[config.mk]
export PLATFORM = sky130hd
export DESIGN_NAME = spad_req_serializer_flat
export DESIGN_NICKNAME = d
export VERILOG_FILES = /design/src/rtl/spad_req_serializer_if.sv /design/src/rtl/spad_req_serializer.sv /design/src/flat_wrapper.sv
export SDC_FILE = /design/constraint.sdc
export NUM_CORES = 1
export LEC_CHECK = 0
export ABC_CLOCK_PERIOD_IN_PS = 11010
export CAP_MARGIN = 20
export CORE_ASPECT_RATIO = 0.6
export CORE_MARGIN = 1
export CORE_UTILIZATION = 55
export DETAILED_ROUTE_END_ITERATION = 12
export HOLD_SLACK_MARGIN = 0.15
export PLACE_DENSITY = 0.82
export SLEW_MARGIN = 0
export SYNTH_ARGS = -nofsm -noshare
export SYNTH_HDL_FRONTEND = slang
export SYNTH_SLANG_ARGS = --single-unit
[constraint.sdc]
create_clock -name mod_clk -period 11.01 [get_ports mod_clk]
set_input_delay 3.303 -clock mod_clk [delete_from_list [all_inputs] [get_ports mod_clk]]
set_output_delay 3.303 -clock mod_clk [all_outputs]
set_load 0.05 [all_outputs]
[src/rtl/spad_req_serializer_if.sv]
// Request/response stream between the scratchpad serializer and the host bridge.
// The master side produces requests and consumes read responses.
interface spad_req_serializer_if #(
   parameter int ADDR_WID = 13,
   parameter int DATA_WID = 32
);
   logic                req_valid;
   logic                req_ready;
   logic                req_we;
   logic                req_port;
   logic [ADDR_WID+1:0] req_addr;
   logic [DATA_WID-1:0] req_wdata;
   logic                rsp_valid;
   logic                rsp_port;
   logic [DATA_WID-1:0] rsp_data;

   modport master (
      output req_valid, req_we, req_port, req_addr, req_wdata,
      input  req_ready, rsp_valid, rsp_port, rsp_data
   );

   modport slave (
      input  req_valid, req_we, req_port, req_addr, req_wdata,
      output req_ready, rsp_valid, rsp_port, rsp_data
   );
endinterface

[src/rtl/spad_req_serializer.sv]
// Serializes two kernel BRAM ports into one in-order request stream and
// steers read responses back to the matching port's q register.
module spad_req_serializer #(
   parameter int ADDR_WID   = 13,
   parameter int DATA_WID   = 32,
   parameter int FIFO_DEPTH = 8,
   parameter int CNT_WID    = 32
) (
   input  logic                mod_clk,
   input  logic                reset,
   input  logic [ADDR_WID-1:0] addr0,
   input  logic                ce0,
   input  logic                we0,
   input  logic [DATA_WID-1:0] d0,
   output logic [DATA_WID-1:0] q0,
   input  logic [ADDR_WID-1:0] addr1,
   input  logic                ce1,
   input  logic                we1,
   input  logic [DATA_WID-1:0] d1,
   output logic [DATA_WID-1:0] q1,
   output logic                kernel_hold,
   output logic                idle,
   output logic [CNT_WID-1:0]  acc_count,
   output logic                err_ovf,
   output logic                err_rsp,
   spad_req_serializer_if.master bus
);

   localparam int PW = $clog2(FIFO_DEPTH);
   localparam int CW = PW + 1;

   typedef struct packed {
      logic                we;
      logic                port;
      logic [ADDR_WID-1:0] addr;
      logic [DATA_WID-1:0] data;
   } ent_t;

   ent_t                mem_q [FIFO_DEPTH];
   ent_t                head, e0, e1;
   logic [PW-1:0]       wr_ptr_q, wr_ptr_d, rd_ptr_q, rd_ptr_d;
   logic [CW-1:0]       count_q, count_d, outst_q, outst_d;
   logic [DATA_WID-1:0] q0_q, q0_d, q1_q, q1_d;
   logic [CNT_WID-1:0]  acc_count_q, acc_count_d;
   logic [CNT_WID:0]    acc_sum;
   logic                hold_q, hold_d;
   logic                err_ovf_q, err_ovf_d, err_rsp_q, err_rsp_d;
   logic                pop, acc0, acc1, rd_pop, rsp_ok;
   logic [1:0]          n_push;

   always_comb begin
      head    = mem_q[rd_ptr_q];
      e0      = '{we: we0, port: 1'b0, addr: addr0, data: d0};
      e1      = '{we: we1, port: 1'b1, addr: addr1, data: d1};
      pop     = (count_q != '0) && bus.req_ready;
      // Room is judged before this edge's pop frees a slot.
      acc0    = ce0 && (count_q < CW'(FIFO_DEPTH));
      acc1    = ce1 && ((count_q + CW'(acc0)) < CW'(FIFO_DEPTH));
      n_push  = {1'b0, acc0} + {1'b0, acc1};
      count_d = count_q + CW'(n_push) - CW'(pop);
      wr_ptr_d = wr_ptr_q + PW'(n_push);
      rd_ptr_d = rd_ptr_q + PW'(pop);
      rd_pop  = pop && !head.we;
      rsp_ok  = bus.rsp_valid && (outst_q != '0);
      outst_d = outst_q + CW'(rd_pop) - CW'(rsp_ok);
      q0_d    = q0_q;
      q1_d    = q1_q;
      if (rsp_ok && !bus.rsp_port) q0_d = bus.rsp_data;
      if (rsp_ok &&  bus.rsp_port) q1_d = bus.rsp_data;
      err_ovf_d = err_ovf_q
                | ((ce0 | ce1) & hold_q)
                | (ce0 & !acc0)
                | (ce1 & !acc1);
      err_rsp_d = err_rsp_q | (bus.rsp_valid & (outst_q == '0));
      acc_sum   = {1'b0, acc_count_q} + (CNT_WID+1)'(n_push);
      acc_count_d = acc_sum[CNT_WID] ? '1 : acc_sum[CNT_WID-1:0];
      hold_d = (count_d > CW'(FIFO_DEPTH-2))
             || ((outst_d != '0) && (count_d != '0));
   end

   always_ff @(posedge mod_clk or posedge reset) begin
      if (reset) begin
         wr_ptr_q    <= '0;
         rd_ptr_q    <= '0;
         count_q     <= '0;
         outst_q     <= '0;
         q0_q        <= '0;
         q1_q        <= '0;
         acc_count_q <= '0;
         hold_q      <= 1'b0;
         err_ovf_q   <= 1'b0;
         err_rsp_q   <= 1'b0;
      end else begin
         wr_ptr_q    <= wr_ptr_d;
         rd_ptr_q    <= rd_ptr_d;
         count_q     <= count_d;
         outst_q     <= outst_d;
         q0_q        <= q0_d;
         q1_q        <= q1_d;
         acc_count_q <= acc_count_d;
         hold_q      <= hold_d;
         err_ovf_q   <= err_ovf_d;
         err_rsp_q   <= err_rsp_d;
      end
   end

   // Storage needs no reset: count gates every read of it.
   always_ff @(posedge mod_clk) begin
      if (acc0) mem_q[wr_ptr_q] <= e0;
      if (acc1) mem_q[wr_ptr_q + PW'(acc0)] <= e1;
   end

   assign bus.req_valid = (count_q != '0);
   assign bus.req_we    = head.we;
   assign bus.req_port  = head.port;
   assign bus.req_addr  = {head.addr, 2'b00};
   assign bus.req_wdata = head.data;

   assign q0          = q0_q;
   assign q1          = q1_q;
   assign kernel_hold = hold_q;
   assign idle        = (count_q == '0) && (outst_q == '0);
   assign acc_count   = acc_count_q;
   assign err_ovf     = err_ovf_q;
   assign err_rsp     = err_rsp_q;

endmodule

[src/flat_wrapper.sv]
// flat-port wrapper written by rule: the top's interface ports become plain ports
module spad_req_serializer_flat 
#(
   parameter int ADDR_WID   = 13,
   parameter int DATA_WID   = 32,
   parameter int FIFO_DEPTH = 8,
   parameter int CNT_WID    = 32
)
  (mod_clk, reset, addr0, ce0, we0, d0, q0, addr1, ce1, we1, d1, q1, kernel_hold, idle, acc_count, err_ovf, err_rsp, bus_req_valid, bus_req_we, bus_req_port, bus_req_addr, bus_req_wdata, bus_req_ready, bus_rsp_valid, bus_rsp_port, bus_rsp_data);
  spad_req_serializer_if #(.ADDR_WID(ADDR_WID), .DATA_WID(DATA_WID)) bus_i ();
  input  logic mod_clk;
  input  logic reset;
  input  logic [ADDR_WID-1:0] addr0;
  input  logic ce0;
  input  logic we0;
  input  logic [DATA_WID-1:0] d0;
  output logic [DATA_WID-1:0] q0;
  input  logic [ADDR_WID-1:0] addr1;
  input  logic ce1;
  input  logic we1;
  input  logic [DATA_WID-1:0] d1;
  output logic [DATA_WID-1:0] q1;
  output logic kernel_hold;
  output logic idle;
  output logic [CNT_WID-1:0] acc_count;
  output logic err_ovf;
  output logic err_rsp;
  output wire logic [$bits(bus_i.req_valid)-1:0] bus_req_valid;
  output wire logic [$bits(bus_i.req_we)-1:0] bus_req_we;
  output wire logic [$bits(bus_i.req_port)-1:0] bus_req_port;
  output wire logic [$bits(bus_i.req_addr)-1:0] bus_req_addr;
  output wire logic [$bits(bus_i.req_wdata)-1:0] bus_req_wdata;
  input wire logic [$bits(bus_i.req_ready)-1:0] bus_req_ready;
  input wire logic [$bits(bus_i.rsp_valid)-1:0] bus_rsp_valid;
  input wire logic [$bits(bus_i.rsp_port)-1:0] bus_rsp_port;
  input wire logic [$bits(bus_i.rsp_data)-1:0] bus_rsp_data;
  assign bus_req_valid = bus_i.req_valid;
  assign bus_req_we = bus_i.req_we;
  assign bus_req_port = bus_i.req_port;
  assign bus_req_addr = bus_i.req_addr;
  assign bus_req_wdata = bus_i.req_wdata;
  assign bus_i.req_ready = bus_req_ready;
  assign bus_i.rsp_valid = bus_rsp_valid;
  assign bus_i.rsp_port = bus_rsp_port;
  assign bus_i.rsp_data = bus_rsp_data;
  spad_req_serializer #(.ADDR_WID(ADDR_WID), .DATA_WID(DATA_WID), .FIFO_DEPTH(FIFO_DEPTH), .CNT_WID(CNT_WID)) u_core (.mod_clk(mod_clk), .reset(reset), .addr0(addr0), .ce0(ce0), .we0(we0), .d0(d0), .q0(q0), .addr1(addr1), .ce1(ce1), .we1(we1), .d1(d1), .q1(q1), .kernel_hold(kernel_hold), .idle(idle), .acc_count(acc_count), .err_ovf(err_ovf), .err_rsp(err_rsp), .bus(bus_i));
endmodule
==> out/metrics.cfg, run 1 <==
[hold_path]
min_path_type = register to register
hp-start = u_core.mem_q[0][45]$_SDFFE_PP1P_

[worst_setup_path]
worstPathArrival_ps = 4020
critPathMaxFanout = 41
cp-start-kind = register
r2r-end = u_core.kernel_hold$_DFF_PP0_
required_ps = 7710
worst_setup_path_end_kind = output pin
crit_path_end = bus_req_wdata[19]
rr_worst_depth = 11
r2r-start = u_core.rd_ptr_q[0]$_DFF_PP0_
crit_path_start = u_core.rd_ptr_q[0]$_DFF_PP0_
ff2ff_setup_slack_ps = 6620
critPathKind = register to output pin

[synth]
async_flop_share = 0.231
synth_cells = 2314
synth_area_per_cell_um2 = 10.8
netlist_area_um2 = 25000
ys.flop_type = edfxtp_1
synth_top_area_frac = 0.443
synth_seq_cells = 489
ys_seq_area_frac = 0.562
synth_edf_count = 368
synthTopCellsByArea = edfxtp_1 (44%), nand2_1 (12%), dfrtp_1 (11%)
yosysTopAreaCell = edfxtp_1
ys_warn_count = 0
ys_types = 60

[final_layout]
syn2layout_area_growth_pct = 16.5
final_common_cell = nand2_1
drive_above_1_share = 0.140
final_cell_mix = nand2_1 (774), edfxtp_1 (368), clkdlybuf4s50_1 (278), o21ai_0 (251), mux2_2 (113)
final_nets = 2579
fillers = 3197
post-route-util = 0.649
stdcell_area_um2 = 29100
fin_cells = 3057

[timing]
relSlewSlack = 0.339
setup_violations = 0
fin_crit_ps = 7320
final.setup_skew_ps = 23.7
period_share = 0.665
rsz0062_at_grt = false
hold_violations = 0
fin_tns_setup_ps = 0
drv_slew = 0
timing.hold.ws_ps = 472
worstMarginPinSlew_ps = 989
fmax_mhz = 137
setup_slack_ps = 3690

[placed_design]
place_congestion = 0.870
post-place-cells = 2965
dp_hpwl_mm = 42.7
dp_slack_ps = 3630
io_buffers = 278
placed_cell_area_um2 = 27600

[die]
coreArea_um2 = 44800
start_util = 0.557
die_h_um = 167
dieArea_um2 = 46300
fp-row-count = 60
die_w_um = 277
pin_count = 281

[power_and_ir_drop]
max-vdd-ir-drop_v = 0.000159
swShare = 0.406
p_comb_frac = 0.444
internal_power_mw = 4.49
clockPowerShare = 0.201
total_power_mw = 7.56
p_per_area_nw_per_um2 = 260
p_leak_nw = 10.5
power.share.sequential = 0.355
switching_power_mw = 3.07

[global_routing]
grt_pass1_vias = 18800
grt_start_max_net_pins = 95
track_usage = 0.304
antenna_found_initial = 6
grt_pass1_wl_mm = 108
grt_overflow = 0

[route]
vias_per_cell = 6.24
drc_errors = 0
first_iter_violations = 3083
ant_nets = 0
wl_per_cell_um = 23.1
wl_mm = 70.5
firstDrtPassIters = 6
route.vias.total = 19100

[status]
outcome = completed

[clock_network]
cts_tree = yes
cts_inserted_buffers = 46
clkTransAtPathRegs_ps = 60
htreeDepth = 2
hold_buffers = 0
ctsResizeCount = 0
post_cts_buffers = 0
clk_latency_ps = 590
cts.sinks = 489
clockBufferDepth = 3
cts_root_buf = clkbuf_16

[run]
drv_cap = 0

-- per-layer routing --
| metal | global-route usage | vias up | part of all wire |
|---|---|---|---|
| li1 | - | 8282 | - |
| met1 | 0.432 | 9164 | 0.38 |
| met2 | 0.467 | 1455 | 0.46 |
| met3 | 0.0619 | 171 | 0.13 |
| met4 | 0.108 | 0 | 0.027 |
| met5 | 0 | - | 0 |
-- cell families (layout without fill, tap and decap cells) --
kind of cell / Yosys count / count (layout) / share of synthesized area
buffers and inverters: 277 / 424 / 0.0534
other: 1 / 8 / 0.000150
muxes: 208 / 208 / 0.136
xor gates and xnor gates: 25 / 25 / 0.00907
AOI/OAI and AO/OA: 318 / 318 / 0.0668
adders and majority gates: 22 / 22 / 0.0116
and+or+nand+nor: 974 / 974 / 0.160
DFF: 489 / 489 / 0.562
-- cells in the mapped netlist (3+ instances only) --
library cell	n
ha_1	20
xnor2_1	10
o21ai_0	253
nor4_1	3
or2_2	7
dfrtp_1	113
or3_1	3
nor3_2	4
o21bai_1	7
dfxtp_1	8
and3_1	9
buf_6	10
buf_2	92
a21oi_1	6
a21o_1	3
nor3_1	10
buf_4	27
buf_1	45
inv_1	26
mux2_2	113
nand4_1	9
xor2_1	14
clkbuf_1	75
nand2b_1	7
mux4_2	94
nor2_1	23
nand3_1	112
nand2_1	774
edfxtp_1	368
o21ai_1	35
-- power by group through the flow --
stage	clock network (mW)	logic, mW	registers [mW]
after floorplan	0	2.09	2.88
after global placement	0	3.23	2.69
after detailed placement	0	3.31	2.71
after CTS	1.53	3.33	2.68
after global routing	1.59	3.53	2.72
final	1.52	3.36	2.68
-- flip-flops by register name, indices dropped and copies added (netlist names) --
name	cells
u_core.outst_q	4
u_core.mem_q	376
u_core.rd_ptr_q	3
u_core.q1	32
u_core.err_rsp	1
u_core.err_ovf	1
u_core.wr_ptr_q	3
u_core.acc_count	32
u_core.q0	32
u_core.count_q	4
u_core.kernel_hold	1
-- worst max-delay path, cell delays in order (launching register included) --
cell             delay [ps]
dfrtp_4                 980
buf_4                   480
buf_16                  340
mux4_2                  590
mux2_2                  280
clkdlybuf4s50_1         700
-- cell type report --
class	count	area [um2]	area share
antenna	6	15.0	0.000516
clock buffer	62	1270	0.0437
clock inverter	22	120	0.00413
inverter	27	104	0.00357
multi-input combinational	1549	9720	0.334
sequential	489	14000	0.483
tap	589	737	0.0253
timing repair buffer	313	3080	0.106
-- worst min path at each step --
stage | cells after the start | endpoint | slack (ps)
after floorplan | 2 | u_core.mem_q[7][45]$_SDFFE_PP1P_ | 440
after global placement | 2 | u_core.mem_q[5][45]$_SDFFE_PP1P_ | 450
after detailed placement | 2 | u_core.mem_q[7][45]$_SDFFE_PP1P_ | 450
after CTS | 2 | u_core.mem_q[0][45]$_SDFFE_PP1P_ | 470
after global routing | 2 | u_core.mem_q[5][45]$_SDFFE_PP1P_ | 480
final | 2 | u_core.mem_q[0][45]$_SDFFE_PP1P_ | 470
Note: power is estimated with default switching activity, not from simulation.
==> run 2, diff against run 1 <==
Settings changed: ABC_CLOCK_PERIOD_IN_PS 11010 to 6500, CORE_UTILIZATION 55 to 52.
Clock period 11.01 ns to 6.5 ns, I/O delays scaled along.
==> out/metrics.cfg, run 2 (synthesized netlist as in run 1, its figures left out) <==
[status]
outcome = completed  ; unchanged

[placed_design]
io_buffers = 278  ; unchanged
place_congestion = 0.821  ; was 0.870
placed_cell_area_um2 = 27800  ; was 27,600 um2
dp_hpwl_mm = 42.8  ; was 42.7 mm

[worst_setup_path]
worst_setup_path_end_kind = output pin  ; unchanged
path_cells = buf_4 -> mux4_2 -> mux2_2 -> clkdlybuf4s50_1  ; was buf_4 -> buf_16 -> mux4_2 -> mux2_2 -> clkdlybuf4s50_1
critPathBufInv = 2  ; was 3
required_ps = 4550  ; was 7710 ps
critPathKind = register to output pin  ; unchanged
slowest_delay_ps = 880  ; was 980 ps
worstPathArrival_ps = 3600  ; was 4020 ps
critPathMaxFanout = 32  ; was 41
cpLargestDelayFamily = buffers and inverters  ; unchanged
cp-start-kind = register  ; unchanged
cp_slowest_cell = dfrtp_4  ; unchanged

[die]
start_util = 0.533  ; was 0.557
fp-row-count = 61  ; was 60
coreArea_um2 = 46900  ; was 44,800 um2
pin_count = 281  ; unchanged
die_h_um = 172  ; was 167 um
die_w_um = 285  ; was 277 um
dieArea_um2 = 48900  ; was 46,300 um2

[timing]
final.setup_skew_ps = 18.9  ; was 23.7 ps
period_share = 0.854
fmax_mhz = 180
setup_violations = 0  ; unchanged
worstMarginPinSlew_ps = 1120  ; was 989 ps
fin_crit_ps = 5550
rsz0062_at_grt = false  ; unchanged
fin_tns_setup_ps = 0  ; unchanged
drv_slew = 0  ; unchanged
relSlewSlack = 0.257  ; was 0.339
hold_violations = 0  ; unchanged

[route]
drc_errors = 0  ; unchanged
wl_per_cell_um = 23.6  ; was 23.1 um
wl_mm = 73.2  ; was 70.5 mm
firstDrtPassIters = 6  ; unchanged
vias_per_cell = 6.18  ; was 6.24
first_iter_violations = 2749  ; was 3,083
ant_nets = 0  ; unchanged
route.vias.total = 19200  ; was 19,100

[clock_network]
cts_root_buf = clkbuf_16  ; unchanged
post_cts_buffers = 0  ; unchanged
cts_inserted_buffers = 47  ; was 46
clockBufferDepth = 3  ; unchanged
cts_tree = yes  ; unchanged
htreeDepth = 2  ; unchanged
hold_buffers = 0  ; unchanged
ctsResizeCount = 0  ; unchanged
clkTransAtPathRegs_ps = 70  ; was 60 ps
cts.sinks = 489  ; unchanged
clk_latency_ps = 580  ; was 590 ps

[final_layout]
largest_register_ffs = 376  ; unchanged
final_cell_mix = nand2_1 (774), edfxtp_1 (368), clkdlybuf4s50_1 (278), o21ai_0 (251), mux2_2 (113)  ; unchanged
final_nets = 2589  ; was 2,579
drive_above_1_share = 0.143  ; was 0.140
final_common_cell = nand2_1  ; unchanged
fillers = 3515  ; was 3,197
top_register = u_core.mem_q  ; unchanged
syn2layout_area_growth_pct = 17.5  ; was 16.5%
stdcell_area_um2 = 29300  ; was 29,100 um2

[hold_path]
min_path_type = register to register  ; unchanged

[power_and_ir_drop]
power.share.sequential = 0.350  ; was 0.355
max-vdd-ir-drop_v = 0.000383  ; was 0.000159 V
internal_power_mw = 7.73  ; was 4.49 mW
p_comb_frac = 0.446  ; was 0.444
swShare = 0.407  ; was 0.406
switching_power_mw = 5.31  ; was 3.07 mW
p_per_area_nw_per_um2 = 445  ; was 260 nW/um2
p_leak_nw = 10.6  ; was 10.5 nW
clockPowerShare = 0.204  ; was 0.201

[global_routing]
grt_pass1_wl_mm = 109  ; was 108 mm
antenna_found_initial = 4  ; was 6
grt_overflow = 0  ; unchanged
track_usage = 0.294  ; was 0.304
grt_pass1_vias = 19000  ; was 18,800
grt_start_max_net_pins = 95  ; unchanged

[run]
drv_cap = 0  ; unchanged

-- run 2: cell type report --
type                    instances  area (um2)  share of cell area
diodes                          4        10.0            0.000341
clock buffers                  62        1270              0.0434
clock inverters                25         180             0.00614
inverters                      27         104             0.00354
multi-input cells            1549        9720               0.331
flip-flops and latches        489       14000               0.479
well taps                     630         788              0.0269
repair buffers                322        3210               0.109
-- run 2: worst paths after layout --
path	startpoint	to	slack [ps]	depth (start not counted)
worst max-delay path	u_core.rd_ptr_q[0]$_DFF_PP0_	bus_req_wdata[1]	950	4
worst min-delay path	u_core.mem_q[7][45]$_SDFFE_PP1P_	u_core.mem_q[7][45]$_SDFFE_PP1P_	470	2
worst max register to register	u_core.rd_ptr_q[0]$_DFF_PP0_	u_core.kernel_hold$_DFF_PP0_	2570	10
worst min register to register	u_core.mem_q[7][45]$_SDFFE_PP1P_	u_core.mem_q[7][45]$_SDFFE_PP1P_	470	2
max in group asynchronous	reset	u_core.acc_count[5]$_DFF_PP0_	3500	3
min in group asynchronous	reset	u_core.q1[20]$_DFFE_PP0P_	1940	2
-- run 2: through the flow --
stage | setup WS [ps] | utilization | hold WS [ps] | std cells | total power, mW
2_1_floorplan | 444 | - | 436 | 2315 | 8.42
3_3_place_gp | 1150 | 0.594 | 443 | 3016 | 10.2
3_5_place_dp | 1080 | 0.594 | 456 | 3016 | 10.4
4_1_cts | 910 | 0.625 | 465 | 3103 | 13.0
5_1_grt | 829 | 0.626 | 481 | 3107 | 13.5
6_report | 950 | 0.626 | 467 | 3108 | 13.0
-- run 2: power groups by stage --
stage	Sequential [mW]	Clock, mW	Combinational, mW
finish	4.57	2.67	5.81
global route	4.62	2.80	6.07
CTS	4.56	2.68	5.78
detailed placement	4.62	0	5.74
global placement	4.57	0	5.63
floorplan	4.88	0	3.55
-- run 2: layer usage --
layer | track usage | wire length (um) | up-vias
li1 | - | - | 8299
met1 | 0.381 | 26300 | 9228
met2 | 0.469 | 34000 | 1427
met3 | 0.0672 | 9600 | 266
met4 | 0.143 | 3290 | 0
met5 | 0 | 0 | -
-- run 2: worst min-delay path: stages (launching register included) --
cell	delay [ps]
dfxtp_1	310
inv_1	50
o21bai_1	60
